===== src/rtl/uart_pkg.sv =====
// Shared UART definitions for the transmit and receive paths.
package uart_pkg;

  localparam int UART_DATA_W               = 8;
  localparam int UART_CLKS_PER_BIT_DEFAULT = 10417;

  localparam logic UART_LINE_IDLE  = 1'b1;
  localparam logic UART_LINE_START = 1'b0;
  localparam logic UART_LINE_STOP  = 1'b1;

  typedef enum logic [2:0] {
    ST_IDLE,
    ST_START,
    ST_DATA,
    ST_PARITY,
    ST_STOP
  } uart_state_e;

endpackage


===== src/rtl/uart_baud_cnt.sv =====
// Bit-period tick counter: counts 0..CLKS_PER_BIT-1, tick_o on the last count.
// restart_i holds the count at zero (used while the owner is idle).
module uart_baud_cnt
  import uart_pkg::*;
#(
  parameter int CLKS_PER_BIT = UART_CLKS_PER_BIT_DEFAULT
) (
  input  logic clock,
  input  logic resetn,
  input  logic restart_i,
  output logic tick_o
);

  localparam int              CNT_W = (CLKS_PER_BIT > 1) ? $clog2(CLKS_PER_BIT) : 1;
  localparam logic [CNT_W-1:0] LAST = CNT_W'(CLKS_PER_BIT - 1);

  logic [CNT_W-1:0] cnt_q, cnt_d;

  assign tick_o = (cnt_q == LAST);

  always_comb begin
    cnt_d = cnt_q + CNT_W'(1);
    if (restart_i || tick_o) cnt_d = '0;
  end

  always_ff @(posedge clock or negedge resetn) begin
    if (!resetn) cnt_q <= '0;
    else         cnt_q <= cnt_d;
  end

endmodule


===== src/rtl/uart_tx.sv =====
// 8N1/8N2 UART transmitter with valid/ready byte input and a registered tx line.
// Define UART_TX_PARITY_EN to insert a parity bit (sense set by PARITY_ODD).
module uart_tx
  import uart_pkg::*;
#(
  parameter int CLKS_PER_BIT = UART_CLKS_PER_BIT_DEFAULT,
  parameter int STOP_BITS    = 1,
  parameter int PARITY_ODD   = 0
) (
  input  logic                   clock,
  input  logic                   resetn,
  input  logic [UART_DATA_W-1:0] tx_data,
  input  logic                   tx_valid,
  output logic                   tx_ready,
  output logic                   tx,
  output logic                   tx_busy,
  output logic                   tx_done
);

  localparam logic [2:0] STOP_LAST = 3'(STOP_BITS - 1);

  if (CLKS_PER_BIT < 4 || CLKS_PER_BIT > 65535 || STOP_BITS < 1 || STOP_BITS > 2 ||
      PARITY_ODD < 0 || PARITY_ODD > 1) begin : g_bad_param
    $error("uart_tx: illegal parameter combination");
  end

  uart_state_e            state_q, state_d;
  logic [UART_DATA_W-1:0] shift_q, shift_d;
  logic [2:0]             idx_q, idx_d;
  logic                   tx_q, tx_d;
  logic                   tick;
`ifdef UART_TX_PARITY_EN
  logic                   par_q, par_d;
`endif

  uart_baud_cnt #(.CLKS_PER_BIT(CLKS_PER_BIT)) u_baud (
    .clock     (clock),
    .resetn    (resetn),
    .restart_i (state_q == ST_IDLE),
    .tick_o    (tick)
  );

  assign tx       = tx_q;
  assign tx_ready = (state_q == ST_IDLE);
  assign tx_busy  = (state_q != ST_IDLE);
  assign tx_done  = (state_q == ST_STOP) && tick && (idx_q == STOP_LAST);

  // tx_d is the level for the *next* cycle, so the line changes on the same
  // edge as the state and stays a pure flop output.
  always_comb begin
    state_d = state_q;
    shift_d = shift_q;
    idx_d   = idx_q;
    tx_d    = tx_q;
`ifdef UART_TX_PARITY_EN
    par_d   = par_q;
`endif
    case (state_q)
      ST_IDLE: begin
        tx_d = UART_LINE_IDLE;
        if (tx_valid) begin
          shift_d = tx_data;
          idx_d   = '0;
          tx_d    = UART_LINE_START;
          state_d = ST_START;
`ifdef UART_TX_PARITY_EN
          par_d   = (^tx_data) ^ PARITY_ODD[0];
`endif
        end
      end
      ST_START: begin
        if (tick) begin
          tx_d    = shift_q[0];
          idx_d   = '0;
          state_d = ST_DATA;
        end
      end
      ST_DATA: begin
        if (tick) begin
          shift_d = shift_q >> 1;
          if (idx_q == 3'd7) begin
            idx_d = '0;
`ifdef UART_TX_PARITY_EN
            tx_d    = par_q;
            state_d = ST_PARITY;
`else
            tx_d    = UART_LINE_STOP;
            state_d = ST_STOP;
`endif
          end else begin
            idx_d = idx_q + 3'd1;
            tx_d  = shift_q[1];
          end
        end
      end
`ifdef UART_TX_PARITY_EN
      ST_PARITY: begin
        if (tick) begin
          tx_d    = UART_LINE_STOP;
          idx_d   = '0;
          state_d = ST_STOP;
        end
      end
`endif
      ST_STOP: begin
        if (tick) begin
          if (idx_q == STOP_LAST) begin
            tx_d    = UART_LINE_IDLE;
            idx_d   = '0;
            state_d = ST_IDLE;
          end else begin
            idx_d = idx_q + 3'd1;
          end
        end
      end
      default: begin
        tx_d    = UART_LINE_IDLE;
        idx_d   = '0;
        state_d = ST_IDLE;
      end
    endcase
  end

  always_ff @(posedge clock or negedge resetn) begin
    if (!resetn) begin
      state_q <= ST_IDLE;
      shift_q <= '0;
      idx_q   <= '0;
      tx_q    <= UART_LINE_IDLE;
`ifdef UART_TX_PARITY_EN
      par_q   <= 1'b0;
`endif
    end else begin
      state_q <= state_d;
      shift_q <= shift_d;
      idx_q   <= idx_d;
      tx_q    <= tx_d;
`ifdef UART_TX_PARITY_EN
      par_q   <= par_d;
`endif
    end
  end

endmodule


===== config.mk =====
export PLATFORM = sky130hd
export DESIGN_NAME = uart_tx
export DESIGN_NICKNAME = d
export VERILOG_FILES = /design/src/rtl/uart_pkg.sv /design/src/rtl/uart_baud_cnt.sv /design/src/rtl/uart_tx.sv
export SDC_FILE = /design/constraint.sdc
export NUM_CORES = 1
export LEC_CHECK = 0
export BUFFER_PORTS_ARGS = -buffer_cell sky130_fd_sc_hd__buf_2
export CAP_MARGIN = 20
export CORE_MARGIN = 1.5
export CORE_UTILIZATION = 30
export CTS_CLUSTER_DIAMETER = 100
export DETAILED_ROUTE_END_ITERATION = 6
export PLACE_DENSITY = 0.53
export SYNTH_ARGS = -nofsm -noshare
export SYNTH_HDL_FRONTEND = slang
export SYNTH_SLANG_ARGS = --single-unit

===== constraint.sdc =====
create_clock -name clock -period 3.75 [get_ports clock]
set_clock_uncertainty 0.15 [all_clocks]
set_input_delay 0.75 -clock clock [delete_from_list [all_inputs] [get_ports clock]]
set_output_delay 0.75 -clock clock [all_outputs]
set_load 0.1 [all_outputs]

==> run summary <==
The adder-cell area share of the yosys netlist works out to 3.74%. The post-layout minimum cycle time is 3020 ps, and the number of hold buffers added after CTS is 0. The most frequently used flop master after synthesis is sky130_fd_sc_hd__dfrtp_1.

Summing every instance area after synthesis gives 0.00167 mm². The number of enable flip-flop cells after synthesis is 0. Kind of end point of the critical path: a primary output. In this run, post-CTS repair resized a total of 0 instances. The number of primary I/O pins is 15, and the total nets after synthesis is 171. At the end of routability-driven placement, the weighted congestion stood at 0.830.

Max-cap violations in this run came to 0. The logic gate share of total power is 17.8%. The worst setup path is of the flop to primary output kind. The period utilization works out to 80.4%.

The most common library cell in the layout ignoring fill and taps is sky130_fd_sc_hd__dfrtp_1. For this run, the slowest stage of the critical path takes 460 ps. 0 antenna diodes ended up in the layout. The area growth from synthesis to layout is 14.2%. In the layout the commonest cells are 28 x sky130_fd_sc_hd__dfrtp_1, 16 x sky130_fd_sc_hd__nor2_1, 14 x sky130_fd_sc_hd__buf_2.

The flip-flop and latch count after synthesis is 29. The sequential cell area fraction in the yosys report was 43.5%; the worst-path maximum fanout was 8. Summed over all nets, the half-perimeter wirelength after detailed placement is 2.30 mm. The area fraction in and, or, nand and nor cells after synthesis came out at 26.6%.

The analysis attributes to cell leakage a power of 0.807 nW. In this run the mean area of a mapped cell was 10.8 µm². The tools report the number of nets with antenna violations after routing as 0. Internal power summed over all cells: 595 µW.

The fraction of layout instances using a drive strength above 1 was 23.3%; the cell area power density was 443 mW/mm². Total via count in the routed design: 1,182. Before CTS, the worst setup slack after placement is 1020 ps. Static timing analysis puts the maximum clock frequency at 332 MHz.

Traced cell by cell, the critical path runs through nor4b_4 -> nand4_4 -> nor4_2 -> buf_2. At the end of the flow, the number of nets in the layout was 187. For this design, the sink count on the clock tree is 29. Buffers added to address setup during post-CTS repair amount to 0. The via-per-instance ratio is 4.88. The run gives 0 as the post-route DRC violation count. After filler insertion, the fill cell instance count of the layout stands at 521. Setup repair after global routing left no endpoint under its margin.

Adding up every negative setup slack in the final design gives 0 ps. For the total CTS buffers, the log shows 5. The tools report the overall track demand over capacity in global routing as 12.4%.

The number of endpoints failing setup at the final stage was 0; the proportion of synthesized area in mux cells was 2.92%. The core region is 0.00524 mm². The tools report the maximum vdd drop as 175 µV.

The switching share of total power was 29.7%. The power dissipated by switching net loads is 252 µW. The run gives 0 as the number of antenna violations at the first check in global routing. TritonCTS built the clock tree. The clock tree synthesis step divided the H-tree into 2 levels. The sum of routed wire length over all layers is 3.23 mm, and the final global-route overflow total is 0. The tools report the overall power as 847 µW.

The later pin in the worst-skew pair is clocked with a latency of 280 ps. Hold violation count in the final report: 0. The tree is rooted in a sky130_fd_sc_hd__clkbuf_8. STA classifies the critical path startpoint as a flop. The die is 77.6 µm wide. Port buffering added 14 buffers. The first global-routing pass estimated 5.84 mm of wire. The initialized floorplan defines 26 standard-cell rows. Entering global routing, the biggest net connects 30 pins.

Yosys printed 0 warnings. Headroom to the max-slew limit came out at 55.6%. For the number of distinct library cell variants in the gate-level netlist after synthesis, the log shows 50. The tightest min-delay check is of the primary input to asynchronous set/reset pin type. The slowest stage of the critical path is the sky130_fd_sc_hd__dfrtp_1 cell.

For the sequential cell fraction of total power, the log shows 49.0%. Number of detailed-routing iterations run before antenna repair: 4. The overall die area came out at 0.00603 mm². At the pin with the least slew margin, the transition time is 665 ps. No sink is reached through more buffers than the 2 on the longest clock path. The initial utilization of the core area, before any placement, comes to 31.9%. At the worst endpoint, the required time is 2850 ps. The run gives 33.1% as the share of power burned in the clock network. Synthesis produced 155 cells.

The die is 77.6 µm tall. Of the total synthesized cell area, the portion taken by XOR and XNOR cells is 6.29%. The flow ran to the end, and the final reports show no timing, DRC or antenna violations.

The run gives 2120 ps as the data arrival time of the critical path. The share of async-settable or async-resettable flops after synthesis is 100%. For the final count of pins violating max slew, the log shows 0. The via count of the first global-routing pass came out at 1,224. By area, the combinational part of the netlist is dominated by simple AND/OR/NAND/NOR gates. The run gives 734 ps as the worst setup slack after layout. The iteration-0 DRC count of the detailed router was 58; the clock transition at the register clock pins on the worst setup and hold paths after CTS was 60 ps. The complex-gate fraction of the synthesized area was 13.4%. Dividing the detail-routed wire length by the instance count gives 13.4 µm.
## cells in the mapped netlist (2+ instances only)
| cell | instances | area [µm²] |
|---|---|---|
| sky130_fd_sc_hd__inv_1 | 7 | 26.3 |
| sky130_fd_sc_hd__nand2b_1 | 13 | 81.3 |
| sky130_fd_sc_hd__nor2_1 | 16 | 60.1 |
| sky130_fd_sc_hd__nand2_1 | 5 | 18.8 |
| sky130_fd_sc_hd__nor4_1 | 2 | 12.5 |
| sky130_fd_sc_hd__a21oi_1 | 5 | 25.0 |
| sky130_fd_sc_hd__o221a_1 | 7 | 78.8 |
| sky130_fd_sc_hd__nor3_1 | 2 | 10.0 |
| sky130_fd_sc_hd__xnor2_1 | 2 | 17.5 |
| sky130_fd_sc_hd__and4_2 | 2 | 20.0 |
| sky130_fd_sc_hd__buf_2 | 2 | 10.0 |
| sky130_fd_sc_hd__xor2_1 | 10 | 87.6 |
| sky130_fd_sc_hd__mux2_1 | 3 | 33.8 |
| sky130_fd_sc_hd__o21ai_0 | 2 | 10.0 |
| sky130_fd_sc_hd__and3_1 | 3 | 18.8 |
| sky130_fd_sc_hd__nand4_1 | 3 | 18.8 |
| sky130_fd_sc_hd__nand3_1 | 7 | 35.0 |
| sky130_fd_sc_hd__dfrtp_1 | 28 | 701 |
| sky130_fd_sc_hd__ha_1 | 5 | 62.6 |
## sequential cells by signal, summed over array words and instances (netlist names)
signal / cells
shift_q: 8
state_q: 3
tx: 1
idx_q: 3
u_baud.cnt_q: 14
## metrics by stage
stage               instances  hold WS, ps  cell area [µm²]  util [%]
floorplan                 155          304             1680         -
detailed placement        234          345             1810      34.5
finish                    242          349             1910      36.5
global placement          234          340             1810      34.5
global route              242          373             1910      36.5
CTS                       242          355             1910      36.5
## cell families after synthesis
kind of cell             after synthesis
AND/OR/NAND/NOR                       68
flip-flops                            29
AO/OA/AOI/OAI                         25
XOR/XNOR                              12
buffers and inverters                 12
adder cells (fa/ha/maj)                5
multiplexers                           4
## power groups by stage
| stage | clock (mW) | sequential (mW) | combinational [mW] |
|---|---|---|---|
| final | 0.280 | 0.415 | 0.151 |
| after global routing | 0.309 | 0.423 | 0.170 |
| after CTS | 0.293 | 0.417 | 0.152 |
| after detailed placement | 0 | 0.421 | 0.150 |
| after global placement | 0 | 0.418 | 0.146 |
| after floorplan | 0 | 0.420 | 0.106 |
## path summary, 6_finish.rpt
kind                                  from         endpoint  slack (ps)  cells after the start
setup / recovery           u_baud.cnt_q[2]          tx_done         730                      4
hold / removal                      resetn  u_baud.cnt_q[9]         350                      1
setup reg to reg           u_baud.cnt_q[2]         idx_q[2]        1800                      4
hold reg to reg            u_baud.cnt_q[0]  u_baud.cnt_q[0]         350                      1
max in group asynchronous           resetn  u_baud.cnt_q[5]        2670                      1
min in group clock         u_baud.cnt_q[0]  u_baud.cnt_q[0]         350                      1
## layout make-up
type                    count  area, µm²  share of cell area [%]
clock buffers               7       96.3                    5.05
multi-input cells         114        897                    47.0
clock inverters             1       5.00                   0.262
repair buffers             14       70.1                    3.67
inverters                   7       26.3                    1.38
well taps                  70       87.6                    4.59
flip-flops and latches     29        727                    38.1
## worst max-delay path: cells and delay by family, from the launching register on
kind	cells	cell delay [ps]
and+or+nand+nor	3	920
DFF	1	460
buffers and inverters	1	460
## per-layer routing
layer | part of all wire (%) | vias to the layer above | track usage [%] | wire [µm]
li1 | - | 585 | - | -
met3 | 3.9 | 8 | 4.71 | 125
met2 | 46 | 14 | 18.7 | 1470
met4 | 2.2 | 0 | 5.45 | 72
met5 | 0 | - | 0 | 0
met1 | 48 | 575 | 15.8 | 1560
Note: power is estimated with default switching activity, not from simulation.
